`config.mk`:
```
export PLATFORM = sky130hd
export DESIGN_NAME = spi_slave
export DESIGN_NICKNAME = d
export VERILOG_FILES = /design/src/rtl/spi_slave.sv
export SDC_FILE = /design/constraint.sdc
export NUM_CORES = 1
export LEC_CHECK = 0
export CAP_MARGIN = 10
export CORE_ASPECT_RATIO = 1.75
export CORE_MARGIN = 5
export CORE_UTILIZATION = 34
export DETAILED_ROUTE_END_ITERATION = 10
export GPL_TIMING_DRIVEN = 1
export PLACE_DENSITY_LB_ADDON = 0.1
export SYNTH_ARGS = -nofsm -noshare
export SYNTH_HDL_FRONTEND = slang
export SYNTH_SLANG_ARGS = --single-unit
```
`constraint.sdc`:
```
create_clock -name clk -period 2.2 [get_ports clk]
set_clock_uncertainty 0.1 [all_clocks]
set_input_delay 0.22 -clock clk [delete_from_list [all_inputs] [get_ports clk]]
set_output_delay 0.22 -clock clk [all_outputs]
set_load 0.05 [all_outputs]
```
`src/rtl/spi_slave.sv`:
```
// ============================================================================
// Module  : spi_slave
// Brief   : SPI slave, mode CPOL=0/CPHA=1, MSB first, 8-bit frames, with
//           synchronized pins. Optional macro SPI_SLAVE_MISO_TRI_EN tri-states
//           miso while idle.
// Revision: 1.0 - initial release
// ============================================================================
`default_nettype none

module spi_slave (
  input  logic       clk,
  input  logic       rst,
  input  logic       ss,
  input  logic       sck,
  input  logic       mosi,
  output logic       miso,
  input  logic [7:0] data_in,
  output logic [7:0] data_out,
  output logic       new_data,
  output logic       busy
);

  localparam logic [0:0] c_idle   = 1'b0;
  localparam logic [0:0] c_active = 1'b1;

  logic       ss_s1_q, ss_s2_q, ss_s3_q, ss_s1_d, ss_s2_d, ss_s3_d;
  logic       sck_s1_q, sck_s2_q, sck_s3_q, sck_s1_d, sck_s2_d, sck_s3_d;
  logic       mosi_s1_q, mosi_s2_q, mosi_s1_d, mosi_s2_d;
  logic       rst_dly_q, rst_dly_d;
  logic       ss_arm_q, ss_arm_d;
  logic [0:0] state_q, state_d;
  logic [2:0] cnt_q, cnt_d;
  logic [7:0] tx_q, tx_d;
  logic [7:0] rx_q, rx_d;
  logic [7:0] data_out_q, data_out_d;
  logic       new_data_q, new_data_d;
  logic       miso_q, miso_d;

  logic       w_ss_fall, w_ss_rise, w_sck_rise, w_sck_fall;
  logic [7:0] w_rx_next;

  always_ff @(posedge clk) begin
    if (rst) begin
      ss_s1_q    <= 1'b1;
      ss_s2_q    <= 1'b1;
      ss_s3_q    <= 1'b1;
      sck_s1_q   <= 1'b0;
      sck_s2_q   <= 1'b0;
      sck_s3_q   <= 1'b0;
      mosi_s1_q  <= 1'b0;
      mosi_s2_q  <= 1'b0;
      rst_dly_q  <= 1'b1;
      ss_arm_q   <= 1'b0;
      state_q    <= c_idle;
      cnt_q      <= 3'd0;
      tx_q       <= 8'h00;
      rx_q       <= 8'h00;
      data_out_q <= 8'h00;
      new_data_q <= 1'b0;
      miso_q     <= 1'b0;
    end else begin
      ss_s1_q    <= ss_s1_d;
      ss_s2_q    <= ss_s2_d;
      ss_s3_q    <= ss_s3_d;
      sck_s1_q   <= sck_s1_d;
      sck_s2_q   <= sck_s2_d;
      sck_s3_q   <= sck_s3_d;
      mosi_s1_q  <= mosi_s1_d;
      mosi_s2_q  <= mosi_s2_d;
      rst_dly_q  <= rst_dly_d;
      ss_arm_q   <= ss_arm_d;
      state_q    <= state_d;
      cnt_q      <= cnt_d;
      tx_q       <= tx_d;
      rx_q       <= rx_d;
      data_out_q <= data_out_d;
      new_data_q <= new_data_d;
      miso_q     <= miso_d;
    end
  end

  always_comb begin
    ss_s1_d   = ss;
    ss_s2_d   = ss_s1_q;
    ss_s3_d   = ss_s2_q;
    sck_s1_d  = sck;
    sck_s2_d  = sck_s1_q;
    sck_s3_d  = sck_s2_q;
    mosi_s1_d = mosi;
    mosi_s2_d = mosi_s1_q;
    rst_dly_d = 1'b0;
    // ss falls are honoured only after a genuine high pin sample since reset,
    // so an ss held low through reset cannot restart the aborted frame.
    ss_arm_d  = ss_arm_q | (~rst_dly_q & ss_s1_q);
  end

  assign w_ss_fall  = ss_arm_q & ss_s3_q & ~ss_s2_q;
  assign w_ss_rise  = ~ss_s3_q & ss_s2_q;
  assign w_sck_rise = ~sck_s3_q & sck_s2_q;
  assign w_sck_fall = sck_s3_q & ~sck_s2_q;
  assign w_rx_next  = {rx_q[6:0], mosi_s2_q};

  always_comb begin
    state_d    = state_q;
    cnt_d      = cnt_q;
    tx_d       = tx_q;
    rx_d       = rx_q;
    data_out_d = data_out_q;
    new_data_d = 1'b0;
    miso_d     = miso_q;
    case (state_q)
      c_idle: begin
        if (w_ss_fall) begin
          state_d = c_active;
          tx_d    = data_in;
          cnt_d   = 3'd0;
          rx_d    = 8'h00;
          miso_d  = 1'b0;
        end
      end
      c_active: begin
        // ss release takes priority over any sck edge seen in the same cycle.
        if (w_ss_rise) begin
          state_d = c_idle;
          cnt_d   = 3'd0;
          miso_d  = 1'b0;
        end else if (w_sck_rise) begin
          miso_d = tx_q[7];
          tx_d   = {tx_q[6:0], 1'b0};
        end else if (w_sck_fall) begin
          rx_d  = w_rx_next;
          cnt_d = cnt_q + 3'd1;
          if (cnt_q == 3'd7) begin
            data_out_d = w_rx_next;
            new_data_d = 1'b1;
            tx_d       = data_in;
          end
        end
      end
      default: state_d = c_idle;
    endcase
  end

  always_comb begin
    busy     = (state_q == c_active);
    new_data = new_data_q;
    data_out = data_out_q;
`ifdef SPI_SLAVE_MISO_TRI_EN
    miso     = (state_q == c_active) ? miso_q : 1'bz;
`else
    miso     = (state_q == c_active) ? miso_q : 1'b0;
`endif
  end

endmodule

`default_nettype wire

```
* Word level (Yosys, flattened, before mapping)
Index checks and enable logic that the tools add are counted.
** Word-level totals
- Word-level logic and storage cells :: 76
- Memories :: 0
- Memory bits (read-only) :: 0
- Register bits after elaboration :: 39
- RAM bits :: 0
- Output and inout bits :: 11
- Latch bits :: 0
** Cells by class
- Reduce and logical (&&, ||, !) cells :: 6
- Equality and inequality tests :: 10
- $mul :: 0
- $lt $le $gt $ge :: 0
- Add/subtract/negate cells :: 1
- Shift-type cells :: 0
- Divide/modulo/power cells :: 0
- Multiplexer cells :: 26
- Bitwise operators :: 16
** Operators by type and width (count)
- 8-bit 2-to-1 mux :: 5
- 7-bit 2-to-1 mux :: 4
- 8-bit case mux with 2 select lines :: 1
- 7-bit case mux with 2 select lines :: 1
- 3-bit 2-to-1 mux :: 4
- 3-bit by 1-bit != test with 1-bit output (second input constant) :: 4
- 1-bit NOT :: 9
- 1-bit 2-to-1 mux :: 8
- 4-bit AND reduction :: 2
- 1-bit AND :: 6
- 2-bit != test (second input constant) :: 3
- 3-bit case mux with 2 select lines :: 1
- 5-bit AND reduction :: 1
- 5-bit OR reduction :: 1
- 1-bit case mux with 2 select lines :: 2
- 3-bit by 1-bit adder with 3-bit output (second input constant) :: 1
- 3-bit equality test (second input constant) :: 1
- 3-bit != test (second input constant) :: 1
- 3-bit AND reduction :: 1
- 2-bit by 1-bit != test with 1-bit output (second input constant) :: 1
- 2-bit AND reduction :: 1
- 1-bit bitwise OR :: 1

* Depth between registers and ports, before layout
- Depth after elaboration :: 6
- Mapped depth :: 7

* Worst setup path after synthesis
Ideal clock, no wire load.
- Path type :: register to output
- Start :: reg state_q, in the netlist busy
- End :: out miso
- Path buffers :: 2
- Data arrival time :: 1609 ps
- Cell stages (with the launch flop) :: 4
- Setup slack :: 271 ps
- Required time :: 1880 ps
- Path through :: dfxtp_1 buf_2 clkbuf_1 and2_1
** On the way
- Longest elaborated chain between the ends :: 1
** Ends and longest elaborated chain
- start, declared :: RTL line 31 : logic [0:0] state_q, state_d;
- start signal, assigned :: RTL line 54 : state_q <= c_idle;
- start signal, assigned :: RTL line 72 : state_q <= state_d;
- 1-bit 2-to-1 mux :: RTL line 151 : miso = (state_q == c_active) ? miso_q : 1'b0;
- end, declared :: RTL line 16 : output logic miso,
Every way passes these cells.

* Final worst setup path
- Start :: reg cnt_q[0]
- End :: reg data_out_q[4], in the netlist data_out[4]
** On the way
- Longest elaborated chain between the ends :: 2
** Ends and longest elaborated chain
- start, declared :: RTL line 32 : logic [2:0] cnt_q, cnt_d;
- start signal, assigned :: RTL line 73 : cnt_q <= cnt_d;
- 3-bit equality test :: RTL line 133 : if (cnt_q == 3'd7) begin
- 5-bit AND reduction (no line)
- end signal, assigned :: RTL line 76 : data_out_q <= data_out_d;
- end, declared :: RTL line 35 : logic [7:0] data_out_q, data_out_d;
Every way passes these cells.
A chain may end at the register's enable or synchronous reset.

==> metrics.yaml <==
r2r_end: "data_out[4]"
ys_ff_latch: 39
die_area_sq_um: 6012
synth_cells: 154
setup_tns_ns: 0
pwr-share-comb_pct: 6.1
crit_path_max_incr_delay_ns: 0.54
async_reset_ff_share_pct: 0
htree_levels: 2
core_sq_um: 4404
grt_max_degree: 18
fillers: 459
critPathRequiredTime_ns: 2.28
multiInputGateArea_sq_um: 693.2
ys.warnings.count: 0
num_vias: 1152
cp_top_family: "simple AND/OR/NAND/NOR gates"
worst_slack_ns: 0.3799
syn_area_sq_um: 1535
cts_sinks: 39
ys_seq_area_share_pct: 50.86
worst_hold_slack_ns: 0.3380
reg2reg_from: "cnt_q[0]"
p_total_uw: 1318
gp_congestion: 0.7775
p_int_uw: 1019
final_area_sq_um: 1894
nets: 193
path_max_fanout: 9
cts_setup_buffers: 0
numCtsBuffers: 5
port_buffers: 23
diodes: 0
swShare_pct: 22.64
synth_area_leaders: "dfxtp_1 (51%), mux2i_1 (9.8%), a21oi_1 (6.5%)"
max_freq_mhz: 549.4
drt_iter0_markers: 11
clk_latency_ns: 0.29
worst_pin_slew_ns: 0.5016
hp-class: "reg2reg"
vias_per_cell: 5.009
drive_above_1_share_pct: 12.29
routed_wl_um: 3069
min_period_ns: 1.820
path_common_cell: "ha_1"
fp.dieH_um: 98.89
finalSetupViolations: 0
clk_path_buf_depth: 2
path_cells: "ha_1 > ha_1 > nand3b_1 > or3_1 > mux2i_1 > nor2_1"
antenna_found_initial: 0
syn_to_final_growth_pct: 23.39
synth_edf_count: 0
antenna_left: 0
path_class: "reg2reg"
critPathLaunchType: "flop"
yosysTopAreaCellShare_pct: 50.86
crit_start: "cnt_q[0]"
peakVddDrop_mv: 0.4710
clk_pin_slew_worst_paths_ns: 0.08
cp.depth: 6
crit_slowest_cell: "or3_1"
grt_pass1_wl_um: 5333
timing.slew.headroom_pct: 66.36
grt_remaining_overflow: 0
crit_path_end: "data_out[4]"
synth_area_leader_cell: "dfxtp_1"
clk_root_buffer_cell: "clkbuf_8"
fin_crit_sh_pct: 82.73
drv_cap: 0
fp-row-count: 32
p_clk_share_pct: 38.4
critical_path_arrival_ns: 1.90
path_buf_inv: 0
cts_tree: "built"
hold_viol_final: 0
p_seq_share_pct: 55.5
rsz0062_at_grt: "no"
avgRoutedWirePerCell_um: 13.34
post_dp_cell_area_sq_um: 1795
power_leakage_uw: 0.0007549
status: "completed"
ioPinCount: 24
track_usage_pct: 11.72
rrSetupSlack_ns: 0.38
cts_hold_buf: 0
pre_cts_ws_ns: 0.3769
seq_area_sq_um: 780.7
synthesis.nets: 169
cts_resized: 0
drc: 0
synth_flop_cell: "dfxtp_1"
dpl.hpwl_um: 2304
end_kind: "flop"
p_per_area_nw_per_um2: 695.5
timing.final.max_slew_violations: 0
die_w_um: 60.80
start_util_pct: 34.86
synth_cell_types: 32
p_switching_uw: 298.3
worstHoldStart: "mosi_s1_q"
synth_area_per_cell_sq_um: 9.969
drt-pass1-iter-count: 4
grt_pass1_vias: 1191
reg2reg_depth: 6
[flip-flops by register name (all words and copies together) (netlist names)]
register   cells
busy           1
cnt_q          3
data_out       8
miso_q         1
mosi_s1_q      1
mosi_s2_q      1
new_data       1
rst_dly_q      1
rx_q           7
sck_s1_q       1
sck_s2_q       1
sck_s3_q       1
ss_arm_q       1
ss_s1_q        1
ss_s2_q        1
ss_s3_q        1
tx_q           8
[cell type report]
type,count,share of cell area [%]
clock buffers,6,4.359
clock inverters,2,0.8587
flip-flops and latches,39,41.22
repair buffers,26,13.21
well taps,51,3.369
inverters,2,0.3963
multi-input cells,104,36.59
[how the worst min path moves through the flow]
stage | to | slack [ns] | cells after the start
6_report | mosi_s2_q | 0.34 | 1
5_1_grt | sck_s2_q | 0.36 | 1
4_1_cts | mosi_s2_q | 0.35 | 1
3_5_place_dp | mosi_s2_q | 0.33 | 1
3_3_place_gp | mosi_s2_q | 0.32 | 1
2_1_floorplan | rst_dly_q | 0.15 | 0
[logic make-up (layout without fill, tap and decap cells)]
kind of cell,count (synthesis),count (layout),synth area share (%)
AND/OR/NAND/NOR,54,54,19.23
flip-flops,39,39,50.86
AO/OA/AOI/OAI,33,33,14.51
multiplexers,15,15,9.780
buffers and inverters,11,36,3.992
adder cells (fa/ha/maj),2,2,1.630
[power groups by stage]
stage	registers [uW]	clock network, uW	logic [uW]
finish	731	506	79.9
global route	734	562	88.3
CTS	732	520	81.4
detailed placement	749	0	81.2
global placement	748	0	79.1
floorplan	747	0	48.5
[cells in the mapped netlist (2+ instances only)]
master,count
or2_2,3
dfxtp_1,39
nand3_1,11
nor2b_1,7
mux2i_1,15
nand2_1,9
nor2_1,10
nand2b_1,2
a21oi_1,20
buf_6,2
clkbuf_1,4
a311oi_1,7
nand4_1,4
o21ai_0,2
ha_1,2
[metrics by stage]
stage	instances	utilization, %
floorplan	154	-
global placement	222	40.77
detailed placement	222	40.77
CTS	230	43.01
global route	230	43.01
finish	230	43.01
[worst register-to-register path, stage by stage, from the launching register on]
cell,delay (ns)
dfxtp_1,0.37
ha_1,0.17
ha_1,0.15
nand3b_1,0.10
or3_1,0.54
mux2i_1,0.24
nor2_1,0.05
[routing by layer]
metal | routed length [um] | global-route usage [%] | vias up | share of wire (%)
met5 | 0 | 0 | - | 0
met4 | 61 | 5.008 | 0 | 2.0
met3 | 123 | 3.670 | 5 | 4.0
met2 | 1693 | 20.28 | 24 | 55
met1 | 1191 | 12.54 | 527 | 39
li1 | - | - | 596 | -
[layout by cell type (no fill, tap or decap)]
cell type        instances
dfxtp_1                 39
inv_1                    1
nand4_1                  4
buf_4                    4
o31a_1                   1
and2_1                   1
nand2_1                  9
o21ai_0                  2
inv_2                    1
or2_2                    3
or3_1                    1
clkinv_4                 1
a21bo_2                  1
clkinvlp_4               1
nand3b_1                 1
nand4bb_1                1
o22ai_4                  1
mux2i_1                 15
ha_1                     2
or4_1                    1
nor2b_1                  7
a21oi_1                 20
nand2b_1                 2
clkbuf_8                 6
and2b_4                  1
o31ai_2                  1
a311oi_1                 7
nor2b_2                  1
nor2_1                  10
nand3_1                 11
clkdlybuf4s50_1         22
nand3b_2                 1
No activity file was read; power rests on OpenSTA's default activity.
